--- src/rtl/mips_pkg.sv ---
// Shared Mips core definitions used by the issue-stage hazard scoreboard.
// Holds the scoreboard slot record, the register-file forward select value
// and the standard result latencies. No ports.
package mips_pkg;

    // Record widths; scoreboard REG_AW/LAT_W must not exceed these.
    localparam int unsigned SB_REG_AW = 5;
    localparam int unsigned SB_LAT_W  = 2;

    // Forward select meaning "read the register file".
    localparam int unsigned FWD_RF = 0;

    // Slots before a result can be forwarded.
    localparam int unsigned LAT_ALU  = 1;
    localparam int unsigned LAT_LOAD = 2;

    // One in-flight producer tracked by the scoreboard.
    typedef struct packed {
        logic                 valid;
        logic [SB_REG_AW-1:0] dest;
        logic [SB_LAT_W-1:0]  lat;
    } sb_slot_t;

endpackage

--- src/rtl/issue_scoreboard_if.sv ---
// Decode/Execute side bundle of the issue scoreboard.
// master: Decode/Execute driver (id_* request, ex_if_stall), sees the decision.
// slave : scoreboard, returns is_stall, id_issue, fwd_sel, busy, stall_cnt.
interface issue_scoreboard_if #(
    parameter int unsigned REG_AW     = 5,
    parameter int unsigned NUM_SRC    = 2,
    parameter int unsigned PIPE_DEPTH = 3,
    parameter int unsigned LAT_W      = 2,
    parameter int unsigned CNT_W      = 16
);
    localparam int unsigned FWD_W = $clog2(PIPE_DEPTH + 1);

    logic                      id_valid;
    logic [NUM_SRC*REG_AW-1:0] id_src_addr;
    logic [NUM_SRC-1:0]        id_src_used;
    logic [REG_AW-1:0]         id_dest_addr;
    logic                      id_writereg;
    logic [LAT_W-1:0]          id_lat;
    logic                      ex_if_stall;
    logic                      is_stall;
    logic                      id_issue;
    logic [NUM_SRC*FWD_W-1:0]  fwd_sel;
    logic                      busy;
    logic [CNT_W-1:0]          stall_cnt;

    modport master (
        output id_valid, id_src_addr, id_src_used, id_dest_addr, id_writereg, id_lat, ex_if_stall,
        input  is_stall, id_issue, fwd_sel, busy, stall_cnt
    );

    modport slave (
        input  id_valid, id_src_addr, id_src_used, id_dest_addr, id_writereg, id_lat, ex_if_stall,
        output is_stall, id_issue, fwd_sel, busy, stall_cnt
    );

endinterface

--- src/rtl/sb_src_match.sv ---
// Priority match of one source register against all scoreboard slots.
// Inputs : src_addr, src_used, slots (slot 0 = youngest).
// Outputs: stall (source must wait), fwd_sel (0 = register file, n = slot n-1).
// ISSUE_SB_FWD_EN: when undefined, any match before WB stalls and fwd_sel = 0.
module sb_src_match
    import mips_pkg::*;
#(
    parameter int unsigned REG_AW     = SB_REG_AW,
    parameter int unsigned PIPE_DEPTH = 3,
    parameter int unsigned FWD_W      = 2
) (
    input  logic [REG_AW-1:0]             src_addr,
    input  logic                          src_used,
    input  sb_slot_t [PIPE_DEPTH-1:0]     slots,
    output logic                          stall,
    output logic [FWD_W-1:0]              fwd_sel
);

    logic        hit;
    int unsigned hit_idx;
`ifdef ISSUE_SB_FWD_EN
    logic [SB_LAT_W-1:0] hit_lat;
`endif

    // Scan oldest to youngest so the youngest producer overrides.
    always_comb begin
        hit     = 1'b0;
        hit_idx = 0;
`ifdef ISSUE_SB_FWD_EN
        hit_lat = '0;
`endif
        for (int s = int'(PIPE_DEPTH) - 1; s >= 0; s--) begin
            if (src_used && (src_addr != '0) && slots[s].valid &&
                (slots[s].dest == SB_REG_AW'(src_addr))) begin
                hit     = 1'b1;
                hit_idx = unsigned'(s);
`ifdef ISSUE_SB_FWD_EN
                hit_lat = slots[s].lat;
`endif
            end
        end
    end

    // The WB slot is covered by register-file write-through.
    always_comb begin
        stall   = 1'b0;
        fwd_sel = FWD_W'(FWD_RF);
        if (hit && (hit_idx < PIPE_DEPTH - 1)) begin
`ifdef ISSUE_SB_FWD_EN
            if (hit_idx + 1 < 32'(hit_lat)) begin
                stall = 1'b1;
            end else begin
                fwd_sel = FWD_W'(hit_idx + 1);
            end
`else
            stall = 1'b1;
`endif
        end
    end

endmodule

--- src/rtl/issue_scoreboard.sv ---
// Issue-stage hazard scoreboard between Decode and Execute.
// Ports: clock, reset (async active-low), sb (issue_scoreboard_if.slave):
//   id_* decoded instruction, ex_if_stall freeze; is_stall, id_issue, fwd_sel,
//   busy (combinational), stall_cnt (registered, saturating).
// ISSUE_SB_FWD_EN: enables operand forwarding; undefined = stall until WB.
module issue_scoreboard
    import mips_pkg::*;
#(
    parameter int unsigned REG_AW     = SB_REG_AW,
    parameter int unsigned NUM_SRC    = 2,
    parameter int unsigned PIPE_DEPTH = 3,
    parameter int unsigned LAT_W      = SB_LAT_W,
    parameter int unsigned CNT_W      = 16
) (
    input  logic              clock,
    input  logic              reset,
    issue_scoreboard_if.slave sb
);

    localparam int unsigned FWD_W = $clog2(PIPE_DEPTH + 1);

    sb_slot_t [PIPE_DEPTH-1:0] slots;
    sb_slot_t                  new_slot;
    logic [LAT_W-1:0]          lat_clamp;
    logic [NUM_SRC-1:0]        src_stall;
    logic [NUM_SRC*FWD_W-1:0]  fwd_vec;
    logic [CNT_W-1:0]          stall_cnt_q;
    logic                      any_valid;
    logic                      is_stall_c;
    logic                      id_issue_c;

    // Per-source hazard and forward resolution.
    for (genvar k = 0; k < NUM_SRC; k++) begin : g_src
        sb_src_match #(
            .REG_AW     (REG_AW),
            .PIPE_DEPTH (PIPE_DEPTH),
            .FWD_W      (FWD_W)
        ) u_match (
            .src_addr (sb.id_src_addr[k*REG_AW +: REG_AW]),
            .src_used (sb.id_src_used[k]),
            .slots    (slots),
            .stall    (src_stall[k]),
            .fwd_sel  (fwd_vec[k*FWD_W +: FWD_W])
        );
    end

    assign is_stall_c = sb.id_valid & (|src_stall);
    assign id_issue_c = sb.id_valid & ~is_stall_c & ~sb.ex_if_stall;

    // Latency clamped into 1..PIPE_DEPTH-1.
    always_comb begin
        lat_clamp = sb.id_lat;
        if (sb.id_lat == '0) begin
            lat_clamp = LAT_W'(1);
        end else if (32'(sb.id_lat) > PIPE_DEPTH - 1) begin
            lat_clamp = LAT_W'(PIPE_DEPTH - 1);
        end
    end

    // Entry entering EX; r0 and non-issued cycles become bubbles.
    always_comb begin
        new_slot = '0;
        if (id_issue_c && sb.id_writereg && (sb.id_dest_addr != '0)) begin
            new_slot.valid = 1'b1;
            new_slot.dest  = SB_REG_AW'(sb.id_dest_addr);
            new_slot.lat   = SB_LAT_W'(lat_clamp);
        end
    end

    always_comb begin
        any_valid = 1'b0;
        for (int s = 0; s < int'(PIPE_DEPTH); s++) begin
            any_valid = any_valid | slots[s].valid;
        end
    end

    // Slot pipeline and hazard-stall counter; both freeze while Execute is busy.
    always_ff @(posedge clock or negedge reset) begin
        if (!reset) begin
            slots       <= '0;
            stall_cnt_q <= '0;
        end else if (!sb.ex_if_stall) begin
            slots <= {slots[PIPE_DEPTH-2:0], new_slot};
            if (is_stall_c && (stall_cnt_q != '1)) begin
                stall_cnt_q <= stall_cnt_q + CNT_W'(1);
            end
        end
    end

    assign sb.is_stall  = is_stall_c;
    assign sb.id_issue  = id_issue_c;
    assign sb.fwd_sel   = fwd_vec;
    assign sb.busy      = any_valid;
    assign sb.stall_cnt = stall_cnt_q;

endmodule

--- src/flat_wrapper.sv ---
// flat-port wrapper written by rule: the top's interface ports become plain ports
module issue_scoreboard_flat import mips_pkg::*;
#(
    parameter int unsigned REG_AW     = SB_REG_AW,
    parameter int unsigned NUM_SRC    = 2,
    parameter int unsigned PIPE_DEPTH = 3,
    parameter int unsigned LAT_W      = SB_LAT_W,
    parameter int unsigned CNT_W      = 16
)
  (clock, reset, sb_id_valid, sb_id_src_addr, sb_id_src_used, sb_id_dest_addr, sb_id_writereg, sb_id_lat, sb_ex_if_stall, sb_is_stall, sb_id_issue, sb_fwd_sel, sb_busy, sb_stall_cnt);
  issue_scoreboard_if #(.REG_AW(REG_AW), .NUM_SRC(NUM_SRC), .PIPE_DEPTH(PIPE_DEPTH), .LAT_W(LAT_W), .CNT_W(CNT_W)) sb_i ();
  input  logic clock;
  input  logic reset;
  input wire logic [$bits(sb_i.id_valid)-1:0] sb_id_valid;
  input wire logic [$bits(sb_i.id_src_addr)-1:0] sb_id_src_addr;
  input wire logic [$bits(sb_i.id_src_used)-1:0] sb_id_src_used;
  input wire logic [$bits(sb_i.id_dest_addr)-1:0] sb_id_dest_addr;
  input wire logic [$bits(sb_i.id_writereg)-1:0] sb_id_writereg;
  input wire logic [$bits(sb_i.id_lat)-1:0] sb_id_lat;
  input wire logic [$bits(sb_i.ex_if_stall)-1:0] sb_ex_if_stall;
  output wire logic [$bits(sb_i.is_stall)-1:0] sb_is_stall;
  output wire logic [$bits(sb_i.id_issue)-1:0] sb_id_issue;
  output wire logic [$bits(sb_i.fwd_sel)-1:0] sb_fwd_sel;
  output wire logic [$bits(sb_i.busy)-1:0] sb_busy;
  output wire logic [$bits(sb_i.stall_cnt)-1:0] sb_stall_cnt;
  assign sb_i.id_valid = sb_id_valid;
  assign sb_i.id_src_addr = sb_id_src_addr;
  assign sb_i.id_src_used = sb_id_src_used;
  assign sb_i.id_dest_addr = sb_id_dest_addr;
  assign sb_i.id_writereg = sb_id_writereg;
  assign sb_i.id_lat = sb_id_lat;
  assign sb_i.ex_if_stall = sb_ex_if_stall;
  assign sb_is_stall = sb_i.is_stall;
  assign sb_id_issue = sb_i.id_issue;
  assign sb_fwd_sel = sb_i.fwd_sel;
  assign sb_busy = sb_i.busy;
  assign sb_stall_cnt = sb_i.stall_cnt;
  issue_scoreboard #(.REG_AW(REG_AW), .NUM_SRC(NUM_SRC), .PIPE_DEPTH(PIPE_DEPTH), .LAT_W(LAT_W), .CNT_W(CNT_W)) u_core (.clock(clock), .reset(reset), .sb(sb_i));
endmodule
--- config.mk ---
export PLATFORM = sky130hd
export DESIGN_NAME = issue_scoreboard_flat
export DESIGN_NICKNAME = d
export VERILOG_FILES = /design/src/rtl/mips_pkg.sv /design/src/rtl/issue_scoreboard_if.sv /design/src/rtl/sb_src_match.sv /design/src/rtl/issue_scoreboard.sv /design/src/flat_wrapper.sv
export SDC_FILE = /design/constraint.sdc
export NUM_CORES = 1
export LEC_CHECK = 0
export ABC_AREA = 1
export BUFFER_PORTS_ARGS = -buffer_cell sky130_fd_sc_hd__buf_2
export CAP_MARGIN = 0
export CORE_MARGIN = 10
export CORE_UTILIZATION = 45
export CTS_BUF_LIST = sky130_fd_sc_hd__clkbuf_4 sky130_fd_sc_hd__clkbuf_8
export DETAILED_ROUTE_END_ITERATION = 16
export GPL_TIMING_DRIVEN = 0
export PLACE_DENSITY = 0.69
export SKIP_LAST_GASP = 1
export SLEW_MARGIN = 20
export SYNTH_ARGS = -nofsm -noshare
export SYNTH_HDL_FRONTEND = slang
export SYNTH_SLANG_ARGS = --single-unit
--- constraint.sdc ---
create_clock -name clock -period 1.7 [get_ports clock]
set_input_delay 0.34 -clock clock [delete_from_list [all_inputs] [get_ports clock]]
set_output_delay 0.34 -clock clock [all_outputs]
set_load 0.01 [all_outputs]
==> results of run 1 <==
[metal layers]
metal	global-route usage [%]	wire length, um
met5	0	0
met3	4.541	321
met1	19.33	2579
met4	4.491	48
met2	20.37	2055
[cell usage after synthesis (3+ instances only)]
library cell / number / area [sq um]
inv_1: 45 / 168.9
nand3_1: 16 / 80.08
nand4_1: 7 / 43.79
clkbuf_1: 3 / 11.26
nor3_1: 3 / 15.01
o21ai_0: 25 / 125.1
buf_6: 3 / 33.78
nor2_1: 27 / 101.4
xor2_1: 5 / 43.79
dfrtp_1: 29 / 725.7
xnor2_1: 9 / 78.83
nand2_1: 105 / 394.1
buf_4: 4 / 30.03
[worst reg2reg max path, stage by stage, from the launching register on]
cell and delay (ns):
dfrtp_1 0.39, inv_2 0.08, nand2_1 0.06, nand2_1 0.05, nor2_1 0.12, nand3_1 0.08, nand2_1 0.08, nand2_2 0.07
nand2_2 0.11, nand3_2 0.14, buf_6 0.18, nand2_1 0.06, o21ai_0 0.07
[flip-flops by register name (all words and copies together), names as in the netlist]
name	cells
u_core.sb.stall_cnt	16
u_core.slots	13
[area by class of cell]
| type | instances | share of cell area (%) |
|---|---|---|
| multi-input cells | 212 | 42.52 |
| well taps | 50 | 2.634 |
| plain buffers | 10 | 3.161 |
| repair buffers | 43 | 9.747 |
| clock buffers | 7 | 3.793 |
| flip-flops and latches | 29 | 30.87 |
| inverters | 46 | 7.271 |
[worst max path at each step]
stage,start,end,cells after the start
2_1_floorplan,u_core.slots[6],sb_id_issue,9
3_3_place_gp,sb_id_src_addr[8],sb_id_issue,9
3_5_place_dp,sb_id_src_addr[8],sb_id_issue,9
4_1_cts,u_core.slots[3],sb_is_stall,9
5_1_grt,u_core.slots[13],sb_is_stall,9
6_report,u_core.slots[4],sb_id_issue,10
[per-stage QoR]
step	power [mW]	TNS [ns]	hold WS [ns]
finish	1.595	-0.2652	0.1016
CTS	1.602	-0.2845	0.1169
detailed placement	0.9933	-0.2526	0.4199
global route	1.687	-1.374	0.1450
global placement	0.9902	-0.2118	0.4133
floorplan	0.8982	0	0.04441
[cell families (layout without fill, tap and decap cells)]
| family | after synthesis | count (layout) | synth area share [%] |
|---|---|---|---|
| other | 1 | 4 | 0.1925 |
| AOI/OAI and AO/OA | 28 | 28 | 7.579 |
| adders and majority gates | 1 | 1 | 0.6422 |
| DFF | 29 | 29 | 37.25 |
| xor gates and xnor gates | 14 | 14 | 6.294 |
| and+or+nand+nor | 165 | 165 | 35.32 |
| buffers and inverters | 56 | 106 | 12.72 |
[power by group]
group	leakage [nW]	internal (mW)	switching [mW]
Clock	0.0477	0.337	0.261
Combinational	0.744	0.0930	0.142
Sequential	0.388	0.724	0.0392
Total	1.18	1.15	0.442
[repair_timing]
item	in CTS	in global routing
pin swaps	4	2
setup buffers	2	2
endpoints found under the setup margin	2	18
resized for setup	10	12
==> summary.md, run 1 <==
| Metric | Value |
|---|---|
| Result of the run | finished with violations |
| Violated checks | negative setup slack |
| Total area of sequential cells | 733.2 sq um |
| Synth Register Bits | 29 |
| I/O Pins | 47 |
| Cell family with most CP delay | simple AND/OR/NAND/NOR gates |
| Peak supply drop | 0.0004490 V |
| Chip Width | 85.80 um |
| Number of pins with negative max-slew slack in the final report | 0 |
| Critical-path cell list | inv_2 > nand2_1 > nand2_1 > nor2_1 > nand3_1 > nand2_1 > nand2_2 > nand2_2 > nor2_4 > buf_6 |
| Crit-path max cell delay | 0.39 ns |
| DP HPWL | 3837 um |
| Die area | 7361 sq um |
| Placed Area | 2217 sq um |
| Number of placed cells counting well taps | 386 |
| Worst reg2reg path depth | 12 |
| Number of antenna repair diodes | 0 |
| Root Buffer Master | clkbuf_8 |
| P_leak | 1.180 nW |
| Wire length of the first global-routing pass | 8542 um |
| Number of buffers inserted for hold repair after clock tree synthesis | 0 |
| Critical Setup Path Class | flop to primary output |
| Critical-path maximum fanout | 4 |
| Post-detailed-route via-to-cell ratio | 4.884 |
| Site row count | 23 |
| Number of hold-slack violations in the final timing report | 0 |
| Capture point of the worst reg-to-reg path | u_core.sb.stall_cnt[5] |
| Worst reg2reg setup slack | 0.07 ns |
| Placer congestion estimate | 0.9096 |
| Total track usage | 14.12% |
| Min setup slack post-route | -0.1341 ns |
| Fillcell total | 410 |
| Nets@finish | 372 |
| CORE AREA | 4086 sq um |
| Worst clock skew | 0.009948 ns |
| Sort of element at the start of the critical path | flop |
| Initial DRC Count | 103 |
| DR DRC count | 0 |
| Number of distinct library cells after synthesis | 23 |
| Final worst path period share | 107.9% |
| Critical path data arrival time | 1.49 ns |
| Layout Cell Area excl Fill | 2375 sq um |
| Max transition margin | 54.30% |
| Most frequent cells in the layout | 103 x nand2_1, 40 x inv_1, 38 x buf_2 |
| Later-pin clock latency in the skew report | 0.28 ns |
| Proportion of layout cells with a drive suffix above 1 | 23.92% |
| Number of buffer and inverter stages on the critical path | 2 |
| Total length of routed wires | 5004 um |
| Count of final setup violators | 2 |
| Pin count of the biggest net entering global routing | 30 |
| Cell count after synthesis | 294 |
| Post-Syn Area per Cell | 6.626 sq um |
| Maximum clock rate | 0.5452 GHz |
| Effective utilization at floorplan | 47.67% |
| Multi-input gate area | 1010 sq um |
| Total global routing overflow | 0 |
| Number of clock buffers inserted by TritonCTS | 5 |
| Pin slew with the least headroom to its limit | 0.6855 ns |
| Total via count after detailed routing | 1,939 |
| Required time at the endpoint of the critical path | 1.36 ns |
| P&R area growth vs syn | 21.90% |
| Die Y | 85.80 um |
| Yosys synthesis warning count | 0 |
| Avg WL per Cell | 12.60 um |
| Initial antenna violation count | 0 |
| DRT antenna net count | 0 |
| Setup repair after global routing missed its margin | true |
| Most common cell after layout, fill and taps aside | nand2_1 |
| Core Util, Final | 58.11% |
| Path category of the worst min-delay check | input pin to async pin |
| Netlist area before placement | 1948 sq um |
| Max Cap Violations | 0 |
| Worst reg2reg startpoint | u_core.slots[4] |
| Count of flip-flops with a built-in enable after synthesis | 0 |
| Drt first pass iters | 4 |
| CTS tree | built |
| Time the worst path needs with I/O delays and setup | 1.834 ns |
| Number of buffers on the longest clock path | 2 |
| Clk sinks | 29 |
| Buffers added on ports | 39 |
| Worst slack at placement | -0.2367 ns |
| Non-filler instance count after layout | 397 |
| Most prevalent standard cell on the critical path | nand2_1 |
| Async SR Flop Fraction | 100.0% |
| Slowest CP cell | dfrtp_1 |
| Endpoint class of the critical path | primary output |
| Number of levels the H-tree was split into | 2 |
| Clock input transition at the sequential cells of the worst setup and hold paths | 0.07 ns |
| Power density over cell area | 671.8 nW/um^2 |
| Post-synth top flop | dfrtp_1 |
| Via count of the first global-routing pass | 1,830 |
| Share of the yosys chip area belonging to registers | 37.25% |
No activity file was read; power rests on OpenSTA's default activity.
==> run 2: changes to the inputs <==
==> constraint.sdc (replaced) <==
create_clock -name clock -period 1.7 [get_ports clock]
set_input_delay 0.34 -clock clock [delete_from_list [all_inputs] [get_ports clock]]
set_output_delay 0.34 -clock clock [all_outputs]
set_load 0.02 [all_outputs]
==> run 2 against run 1 <==
Count of clock-buffer cells in the layout did not move. Clock skew fell by 0.0019 ns. Die area did not move. Non-clock buffer count rose by 4. Routed wire length rose by 6.8%. Total power rose by 1.9%. Global-route usage barely moved. First-iteration DRC count rose by 18%. Sequential power barely moved. The run still ends with negative setup slack left. Fmax fell by 1.1%. Register-to-register slack got worse by 0.10 ns.
==> summary.md, run 2 (synthesis results as in run 1) <==
| Metric | Value |
|---|---|
| Result of the run | finished with violations (unchanged) |
| Violated checks | negative setup slack (unchanged) |
| Most frequent cells in the layout | 87 x nand2_1, 37 x inv_1, 37 x buf_2 (was 103 x nand2_1, 40 x inv_1, 38 x buf_2) |
| Initial DRC Count | 122 (was 103) |
| Avg WL per Cell | 13.33 um (was 12.60 um) |
| Number of antenna repair diodes | 0 (unchanged) |
| Later-pin clock latency in the skew report | 0.28 ns (about the same) |
| Wire length of the first global-routing pass | 8556 um (was 8542 um) |
| Placed Area | 2217 sq um (unchanged) |
| Final worst path period share | 109.1% (was 107.9%) |
| Required time at the endpoint of the critical path | 1.36 ns (about the same) |
| Number of flip-flops in the largest register | 16 (unchanged) |
| Capture point of the worst reg-to-reg path | u_core.sb.stall_cnt[1] (was u_core.sb.stall_cnt[5]) |
| Effective utilization at floorplan | 47.67% (unchanged) |
| Pin count of the biggest net entering global routing | 30 (unchanged) |
| Layout Cell Area excl Fill | 2526 sq um (was 2375 sq um) |
| Int Pwr | 1.162 mW (was 1.153 mW) |
| Setup repair after global routing missed its margin | true (unchanged) |
| Total area of sequential cells | 733.2 sq um (unchanged) |
| Path category of the worst min-delay check | input pin to async pin (unchanged) |
| Worst reg2reg startpoint | u_core.slots[4] (unchanged) |
| Proportion of layout cells with a drive suffix above 1 | 31.34% (was 23.92%) |
| Total global routing overflow | 0 (unchanged) |
| Sort of element at the start of the critical path | flop (unchanged) |
| Die Y | 85.80 um (unchanged) |
| Worst reg2reg path depth | 13 (was 12) |
| Number of hold-slack violations in the final timing report | 0 (unchanged) |
| Time the worst path needs with I/O delays and setup | 1.854 ns (was 1.834 ns) |
| DRT antenna net count | 0 (unchanged) |
| Chip Width | 85.80 um (unchanged) |
| Site row count | 23 (unchanged) |
| Most common cell after layout, fill and taps aside | nand2_1 (unchanged) |
| Register share of total power | 47.1% (was 47.8%) |
| DR DRC count | 0 (unchanged) |
| Crit-path max cell delay | 0.39 ns (about the same) |
| Number of clock buffers inserted by TritonCTS | 5 (unchanged) |
| Number of buffers inserted for hold repair after clock tree synthesis | 0 (unchanged) |
| Count of final setup violators | 14 (was 2) |
| Power density over cell area | 643.8 nW/um^2 (was 671.8 nW/um^2) |
| Die area | 7361 sq um (unchanged) |
| Total length of routed wires | 5344 um (was 5004 um) |
| Min setup slack post-route | -0.1545 ns (was -0.1341 ns) |
| Switching share of power | 28.58% (was 27.71%) |
| Fillcell total | 403 (was 410) |
| Maximum clock rate | 0.5392 GHz (was 0.5452 GHz) |
| I/O Pins | 47 (unchanged) |
| Endpoint class of the critical path | primary output (unchanged) |
| Multi-input gate area | 1092 sq um (was 1010 sq um) |
| Total track usage | 14.14% (was 14.12%) |
| Critical path data arrival time | 1.51 ns (was 1.49 ns) |
| Max transition margin | 54.63% (was 54.30%) |
| Max Cap Violations | 0 (unchanged) |
| Total via count after detailed routing | 1,990 (was 1,939) |
| Critical-path cell list | inv_2 > nand2_1 > nand2_1 > nor2_1 > nand3_1 > nand2_1 > nand2_2 > a21oi_2 > buf_6 (was inv_2 > nand2_1 > nand2_1 > nor2_1 > nand3_1 > nand2_1 > nand2_2 > nand2_2 > nor2_4 > buf_6) |
| Number of buffers on the longest clock path | 2 (unchanged) |
| Via count of the first global-routing pass | 1,832 (was 1,830) |
| Number of levels the H-tree was split into | 2 (unchanged) |
| P_leak | 1.225 nW (was 1.180 nW) |
| Placer congestion estimate | 0.9096 (unchanged) |
| Critical-path maximum fanout | 4 (unchanged) |
| Root Buffer Master | clkbuf_8 (unchanged) |
| Worst reg2reg setup slack | -0.03 ns (was 0.07 ns) |
| Clock input transition at the sequential cells of the worst setup and hold paths | 0.06 ns (was 0.07 ns) |
| Slowest CP cell | dfrtp_1 (unchanged) |
| Worst clock skew | 0.008014 ns (was 0.009948 ns) |
| DP HPWL | 3837 um (unchanged) |
| Most prevalent standard cell on the critical path | nand2_1 (unchanged) |
| Critical Setup Path Class | flop to primary output (unchanged) |
| CTS tree | built (unchanged) |
| Drt first pass iters | 4 (unchanged) |
| Switching power of the nets | 464.7 uW (was 442.0 uW) |
| Initial antenna violation count | 0 (unchanged) |
| Worst slack at placement | -0.2703 ns (was -0.2367 ns) |
| Clk sinks | 29 (unchanged) |
| Number of pins with negative max-slew slack in the final report | 0 (unchanged) |
| Peak supply drop | 0.0004521 V (was 0.0004490 V) |
| Post-detailed-route via-to-cell ratio | 4.963 (was 4.884) |
| Buffers added on ports | 39 (unchanged) |
| Power share of the combinational group | 16.2% (was 14.7%) |
| P&R area growth vs syn | 29.67% (was 21.90%) |
| CORE AREA | 4086 sq um (unchanged) |
| Clock share of power | 36.7% (was 37.5%) |
| Pin slew with the least headroom to its limit | 0.6805 ns (was 0.6855 ns) |
| Nets@finish | 376 (was 372) |
run 2: cell count changes in the layout (fill, tap and decap cells not counted), sizes merged:
cell,change
buf,+3
clkbuf,+1
run 2: cell type report:
type                    instances  area share [%]
clock buffers                   7           3.566
repair buffers                 47           11.74
plain buffers                  10           3.120
flip-flops and latches         29           29.02
multi-input cells             212           43.24
inverters                      46           6.835
well taps                      50           2.476
run 2: worst max path at each step:
stage	depth (start not counted)	slack (ns)	endpoint	from
after floorplan	9	0.06	sb_id_issue	u_core.slots[6]
after global placement	9	-0.25	sb_id_issue	sb_id_src_addr[8]
after detailed placement	9	-0.27	sb_id_issue	sb_id_src_addr[8]
after CTS	10	-0.15	sb_id_issue	u_core.slots[3]
after global routing	9	-0.27	sb_is_stall	u_core.slots[10]
final	9	-0.15	sb_is_stall	u_core.slots[4]
run 2: timing repair:
item,CTS,global route
pin swaps,4,11
gates cloned,0,3
buffers inserted,3,2
gates resized for setup,14,57
setup endpoints to repair,2,18
run 2: through the flow:
stage	power (mW)	hold WS [ns]	utilization (%)	setup TNS, ns	cells
after floorplan	0.9137	0.04441	-	0	297
after global placement	1.006	0.4133	54.26	-0.2451	386
after detailed placement	1.009	0.4199	54.26	-0.2862	386
after CTS	1.620	0.1169	57.78	-0.2897	396
after global routing	1.720	0.1450	61.82	-2.627	401
final	1.626	0.09900	61.82	-0.4566	401
run 2: worst max-delay path, delay by kind of cell (launching register included):
kind / cells / cell delay (ns)
flip-flops: 1 / 0.39
AND/OR/NAND/NOR: 6 / 0.47
buffers and inverters: 2 / 0.21
AO/OA/AOI/OAI: 1 / 0.16
run 2: power groups by stage:
stage	Sequential, mW	Clock, mW	Combinational, mW
2_1_floorplan	0.772	0	0.142
4_1_cts	0.760	0.610	0.250
3_5_place_dp	0.771	0	0.237
6_report	0.766	0.597	0.263
3_3_place_gp	0.771	0	0.235
5_1_grt	0.771	0.647	0.303
run 2: routing by layer:
| metal | vias to the layer above | GRT usage (%) | routed length (um) |
|---|---|---|---|
| met5 | - | 0 | 0 |
| met4 | 0 | 4.491 | 83 |
| met3 | 9 | 4.541 | 408 |
| met2 | 62 | 20.44 | 2269 |
| met1 | 900 | 19.33 | 2583 |
| li1 | 1019 | - | - |
